## config.mk

```make
export PLATFORM = sky130hd
export DESIGN_NAME = uart_cmd_rx
export DESIGN_NICKNAME = d
export VERILOG_FILES = /design/src/rtl/uart_cmd_pkg.sv /design/src/rtl/uart_cmd_linebuf.sv /design/src/rtl/uart_cmd_rx.sv
export SDC_FILE = /design/constraint.sdc
export NUM_CORES = 1
export LEC_CHECK = 0
export CORE_UTILIZATION = 60
export CTS_CLUSTER_SIZE = 8
export DETAILED_ROUTE_END_ITERATION = 16
export HOLD_SLACK_MARGIN = 0.15
export PLACE_DENSITY = 0.78
export SLEW_MARGIN = 40
export SYNTH_ARGS = -nofsm -noshare
export SYNTH_HDL_FRONTEND = slang
export SYNTH_SLANG_ARGS = --single-unit
```

## constraint.sdc

```tcl
create_clock -name clk -period 3.2 [get_ports clk]
set_input_delay 0.8 -clock clk [delete_from_list [all_inputs] [get_ports clk]]
set_output_delay 0.8 -clock clk [all_outputs]
set_load 0.05 [all_outputs]
```

## src/rtl/uart_cmd_pkg.sv

```systemverilog
// Shared definitions for the UART command-line receiver: FSM state
// encoding, control character constants and the printable-byte test.
package uart_cmd_pkg;

    typedef enum logic [1:0] {
        ST_COLLECT = 2'd0,
        ST_HOLD    = 2'd1,
        ST_DROP    = 2'd2
    } uart_cmd_state_t;

    localparam logic [7:0] CH_LF = 8'h0A;
    localparam logic [7:0] CH_CR = 8'h0D;
    localparam logic [7:0] CH_BS = 8'h08;

    // Only visible ASCII (space through tilde) is stored in a line;
    // any other byte outside LF/CR/BS is silently ignored.
    function automatic logic is_printable(input logic [7:0] b);
        return (b >= 8'h20) && (b <= 8'h7E);
    endfunction

endpackage

```

## src/rtl/uart_cmd_linebuf.sv

```systemverilog
// Line storage: DEPTH x 8 array with one write port and one registered
// read port. The array itself is never reset; only the read register is.
module uart_cmd_linebuf #(
    parameter int DEPTH = 32
) (
    input  logic                     clk,
    input  logic                     rst_n,
    input  logic                     wr_en,
    input  logic [$clog2(DEPTH)-1:0] wr_addr,
    input  logic [7:0]               wr_data,
    input  logic [$clog2(DEPTH)-1:0] rd_addr,
    output logic [7:0]               rd_data
);

    logic [7:0] r_mem [DEPTH];
    logic [7:0] r_rd_data;

    // Storage write, no reset so it maps onto block RAM.
    always_ff @(posedge clk) begin
        if (wr_en) begin
            r_mem[wr_addr] <= wr_data;
        end
    end

    // Registered read with one cycle of latency from rd_addr.
    always_ff @(posedge clk or negedge rst_n) begin
        if (!rst_n) begin
            r_rd_data <= 8'h00;
        end else begin
            r_rd_data <= r_mem[rd_addr];
        end
    end

    assign rd_data = r_rd_data;

endmodule

```

## src/rtl/uart_cmd_rx.sv

```systemverilog
// UART command-line receiver: assembles bytes into LF-terminated lines,
// holds a completed line for a consumer until line_ack, drops overlong
// lines with ovf_pulse. Optional echo path: define UART_CMD_ECHO_EN.
module uart_cmd_rx
    import uart_cmd_pkg::*;
#(
    parameter int DEPTH = 32
) (
    input  logic                     clk,
    input  logic                     rst_n,
    input  logic                     rvld,
    input  logic [7:0]               rdata,
    output logic                     line_vld,
    output logic [$clog2(DEPTH):0]   line_len,
    input  logic [$clog2(DEPTH)-1:0] rd_addr,
    output logic [7:0]               rd_data,
    input  logic                     line_ack,
    output logic                     ovf_pulse,
`ifdef UART_CMD_ECHO_EN
    output logic [7:0]               echo_tdata,
    output logic                     echo_tvld,
    input  logic                     echo_trdy,
`endif
    output logic                     busy_drop
);

    localparam int AW = $clog2(DEPTH);
    localparam int LW = AW + 1;
    localparam logic [LW-1:0] DEPTH_L = LW'(DEPTH);

    uart_cmd_state_t r_state;
    logic [LW-1:0]   r_len;
    logic            r_line_vld;
    logic            r_ovf_pulse;
    logic            r_busy_drop;

    // A line_ack in HOLD takes effect before any byte in the same cycle, so
    // the byte is evaluated as if the FSM were already back in COLLECT.
    logic            w_ack;
    uart_cmd_state_t w_state_eff;
    logic [LW-1:0]   w_len_eff;
    logic            w_byte;
    logic            w_collect;
    logic            w_print;
    logic            w_room;
    logic            w_wr_en;

    assign w_ack       = (r_state == ST_HOLD) && line_ack;
    assign w_state_eff = w_ack ? ST_COLLECT : r_state;
    assign w_len_eff   = w_ack ? '0 : r_len;
    assign w_byte      = rvld && (rdata != CH_CR);
    assign w_collect   = w_byte && (w_state_eff == ST_COLLECT);
    assign w_print     = is_printable(rdata);
    assign w_room      = (w_len_eff < DEPTH_L);
    assign w_wr_en     = w_collect && w_print && w_room;

    // Line-assembly FSM with registered status outputs.
    always_ff @(posedge clk or negedge rst_n) begin
        if (!rst_n) begin
            r_state     <= ST_COLLECT;
            r_len       <= '0;
            r_line_vld  <= 1'b0;
            r_ovf_pulse <= 1'b0;
            r_busy_drop <= 1'b0;
        end else begin
            r_ovf_pulse <= 1'b0;
            if (w_ack) begin
                r_state    <= ST_COLLECT;
                r_len      <= '0;
                r_line_vld <= 1'b0;
                r_busy_drop <= 1'b0;
            end
            if (w_byte) begin
                case (w_state_eff)
                    ST_COLLECT: begin
                        if (rdata == CH_LF) begin
                            r_state    <= ST_HOLD;
                            r_line_vld <= 1'b1;
                        end else if (rdata == CH_BS) begin
                            if (w_len_eff != '0) begin
                                r_len <= w_len_eff - LW'(1);
                            end
                        end else if (w_print) begin
                            if (w_room) begin
                                r_len <= w_len_eff + LW'(1);
                            end else begin
                                r_state <= ST_DROP;
                            end
                        end
                    end
                    ST_HOLD: begin
                        r_busy_drop <= 1'b1;
                    end
                    ST_DROP: begin
                        if (rdata == CH_LF) begin
                            r_ovf_pulse <= 1'b1;
                            r_len       <= '0;
                            r_state     <= ST_COLLECT;
                        end
                    end
                    default: begin
                        r_state <= ST_COLLECT;
                    end
                endcase
            end
        end
    end

    uart_cmd_linebuf #(
        .DEPTH (DEPTH)
    ) u_linebuf (
        .clk     (clk),
        .rst_n   (rst_n),
        .wr_en   (w_wr_en),
        .wr_addr (w_len_eff[AW-1:0]),
        .wr_data (rdata),
        .rd_addr (rd_addr),
        .rd_data (rd_data)
    );

    assign line_vld  = r_line_vld;
    assign line_len  = r_len;
    assign ovf_pulse = r_ovf_pulse;
    assign busy_drop = r_busy_drop;

`ifdef UART_CMD_ECHO_EN
    logic       r_echo_full;
    logic [7:0] r_echo_buf;
    logic       r_echo_tvld;
    logic [7:0] r_echo_tdata;
    logic       w_echo_load;

    // Bytes accepted in COLLECT: stored printables, LF and BS.
    assign w_echo_load = w_collect && ((rdata == CH_LF) || (rdata == CH_BS) || w_wr_en);

    // One-entry echo register; a byte arriving while it stays full is lost.
    always_ff @(posedge clk or negedge rst_n) begin
        if (!rst_n) begin
            r_echo_full  <= 1'b0;
            r_echo_buf   <= 8'h00;
            r_echo_tvld  <= 1'b0;
            r_echo_tdata <= 8'h00;
        end else begin
            r_echo_tvld <= 1'b0;
            if (r_echo_full && echo_trdy) begin
                r_echo_tvld  <= 1'b1;
                r_echo_tdata <= r_echo_buf;
                r_echo_full  <= 1'b0;
            end
            if (w_echo_load && (!r_echo_full || echo_trdy)) begin
                r_echo_full <= 1'b1;
                r_echo_buf  <= rdata;
            end
        end
    end

    assign echo_tvld  = r_echo_tvld;
    assign echo_tdata = r_echo_tdata;
`endif

endmodule

```

==> out/metrics.cfg, run 1 <==
[timing]
slew_headroom_pct=55.41
worstMarginPinSlew_ns=0.6667
maxSlewViolCount=0
setup_viol=0
setup_tns_ns=0
grt_setup_unrepaired=no
fmax_mhz=334.0
finClkSkew_ns=0.02793
fin_ws_ns=0.2062
fin_crit_sh_pct=93.56
final_hold_viol_count=0
fin_crit_ns=2.994

[route]
post-route-drc-count=3
first_iter_violations=655
dr.max_layer_used=met5
dr.pass1.iters=12
drt-total-wl_um=26700
via_per_inst=6.622
routedWlPerCell_um=27.50
met3_length_um=2262
met2WireLength_um=12910
ant_nets=0
num_vias=6430
m1WireLength_um=10640

[placement]
placedInstanceArea_um2=12430
routabilityCongestion=0.9415
dp_hpwl_um=16680
port_buffers=33
preCtsSetupSlack_ns=-0.3027

[critical_path]
crit_family=buffers and inverters
worstPathMaxFanout=8
startpoint_type=input pin
path_class=input pin to flip-flop
cp.arrival_ns=3.21
cp_cell_sequence=clkdlybuf4s50_1, and2b_1, a2111o_1, a2111oi_4, buf_4, nand2_1, nor2_1, buf_4
slowest_stage=clkdlybuf4s50_1
cpPeakStageDelay_ns=0.50
cp_common_cell=buf_4
required_ns=3.41
path_buf_inv=3
worst_setup_path_end_kind=flip-flop
worst-r2r-setup-slack_ns=0.46

[power_and_ir_drop]
p_leak_nw=4.586
power.density_nw_per_um2=696.9
p_total_w=0.009472
peakVddDrop_v=0.0005626

[synthesis]
synth_top_area_share_pct=68.22
syn_area_um2=11270
yosysUniqueCellTypes=57
ys.flop_type=edfxtp_1
async_flop_share_pct=6.909
synth_edf_count=256
syn_nets=601
avgSynthCellArea_um2=19.30
synthCells=584
synth-seq-cells=275
yosysTopAreaCell=edfxtp_1
synthTopCellsByArea=edfxtp_1 68%, mux4_2 14%, dfrtp_1 4.2%, mux2i_1 1.4%, nor2_1 1.4%
synth-seq-area-share_pct=72.44
ys_warn_count=0

[clock_tree]
clkTransAtPathRegs_ns=0.05
clk-insertion-delay-late_ns=0.52
cts.sinks=275
h-tree-depth=2
cts_setup_buffers=0
clockRootBuffer=clkbuf_16
cts_tree=yes
cts_hold_buf=0
post_cts_resized=0
clk_path_buf_depth=3
cts_buffers=40

[floorplan]
rows=49
die_y_um=139.0
start_util_pct=61.88
io_pins=34
coreArea_um2=18210
die_x_um=139.0
die-area_um2=19330

[grt]
grt_remaining_overflow=0
grt_pass1_wl_um=40440
grt_max_degree=65
antenna_found_initial=1
track_usage_pct=28.88
grt_pass1_vias=6593

[cells_and_area]
insertedDiodeCount=0
drive_gt1_share_pct=28.98
final_nets=728
area.growth.synth_to_final_pct=20.61
final_cell_mix=256 x edfxtp_1, 85 x buf_4, 72 x mux4_2, 41 x nor2_1, 41 x clkbuf_16
final_common_cell=edfxtp_1
post-route-cell-area_um2=13590
fillerInstances=985

[outcome]
violations=DRC
status=complete, but fails checks

[job]
maxCapViolCount=0

[worst_hold_path]
hold_class=flip-flop to flip-flop

==> synth_stat cells, drive strengths merged, types with 8 or more instances <==
cell and count:
edfxtp 256, nand3b 8, o21a 14, dfrtp 19
clkbuf 16, a21oi 8, o21ai 8, nor2 42
nand2 9, a22oi 10, mux2i 16, buf 20
mux4 72
==> cells by family (layout without fill, tap and decap cells) <==
| group | after synthesis | count (layout) | synth area share (%) |
|---|---|---|---|
| mux | 88 | 88 | 15.81 |
| buf+inv | 40 | 198 | 1.543 |
| simple gates | 108 | 108 | 5.363 |
| compound gates | 72 | 72 | 4.764 |
| xor+xnor | 1 | 1 | 0.07774 |
| flops | 275 | 275 | 72.44 |
==> flip-flops by register name, summed over array words and instances (netlist names) <==
register / flops
u_linebuf.r_mem: 256
u_linebuf.rd_data: 8
line_len: 6
r_state: 2
busy_drop: 1
line_vld: 1
ovf_pulse: 1
==> metrics by stage <==
stage	hold slack [ns]	util (%)	std cells
4_1_cts	0.5201	74.63	971
6_report	0.5249	74.64	971
2_1_floorplan	0.5044	-	584
3_5_place_dp	0.4939	68.26	898
5_1_grt	0.5266	74.64	971
3_3_place_gp	0.4785	68.26	898
==> worst register-to-register path: cells and delay by family (launching register included) <==
kind	cells	cell delay, ns
simple gates	3	0.65
buf+inv	2	0.40
compound gates	2	0.86
flops	1	0.54
==> power breakdown <==
group          total, W  leakage (nW)  switching [W]  internal [W]
logic           0.00145          1.51       0.000907      0.000543
registers       0.00417          2.53      0.0000962       0.00407
clock network   0.00386         0.549        0.00147       0.00239
total           0.00947          4.59        0.00247       0.00700
==> metal layers <==
metal,track usage (%),vias to the layer above
li1,-,2697
met1,39.28,3291
met2,45.91,372
met3,7.251,68
met4,10.64,2
met5,0,-
==> final timing paths <==
check	from	endpoint	cells after the start
max	line_ack	u_linebuf.r_mem[27][2]	8
min	line_vld	line_vld	2
max reg2reg	r_state[0]	u_linebuf.r_mem[27][2]	7
min reg2reg	line_vld	line_vld	2
max in group asynchronous	rst_n	u_linebuf.rd_data[1]	2
min in group asynchronous	rst_n	busy_drop	2
==> cell type report <==
cell class	instances	area, um^2	area share [%]
well taps	229	286.5	2.108
multi-input cells	269	2933	21.58
inverters	4	15.01	0.1105
clock inverters	3	25.02	0.1841
flip-flops and latches	275	8163	60.06
clock buffers	70	1135	8.350
repair buffers	121	1033	7.605
Power figures use the tool's default switching activity.
==> inputs of run 2 (changes only) <==
CAP_MARGIN = 20   (was unset)
==> results of run 2 <==
No change in the layout: final DEF, timing and power equal those of run 1.
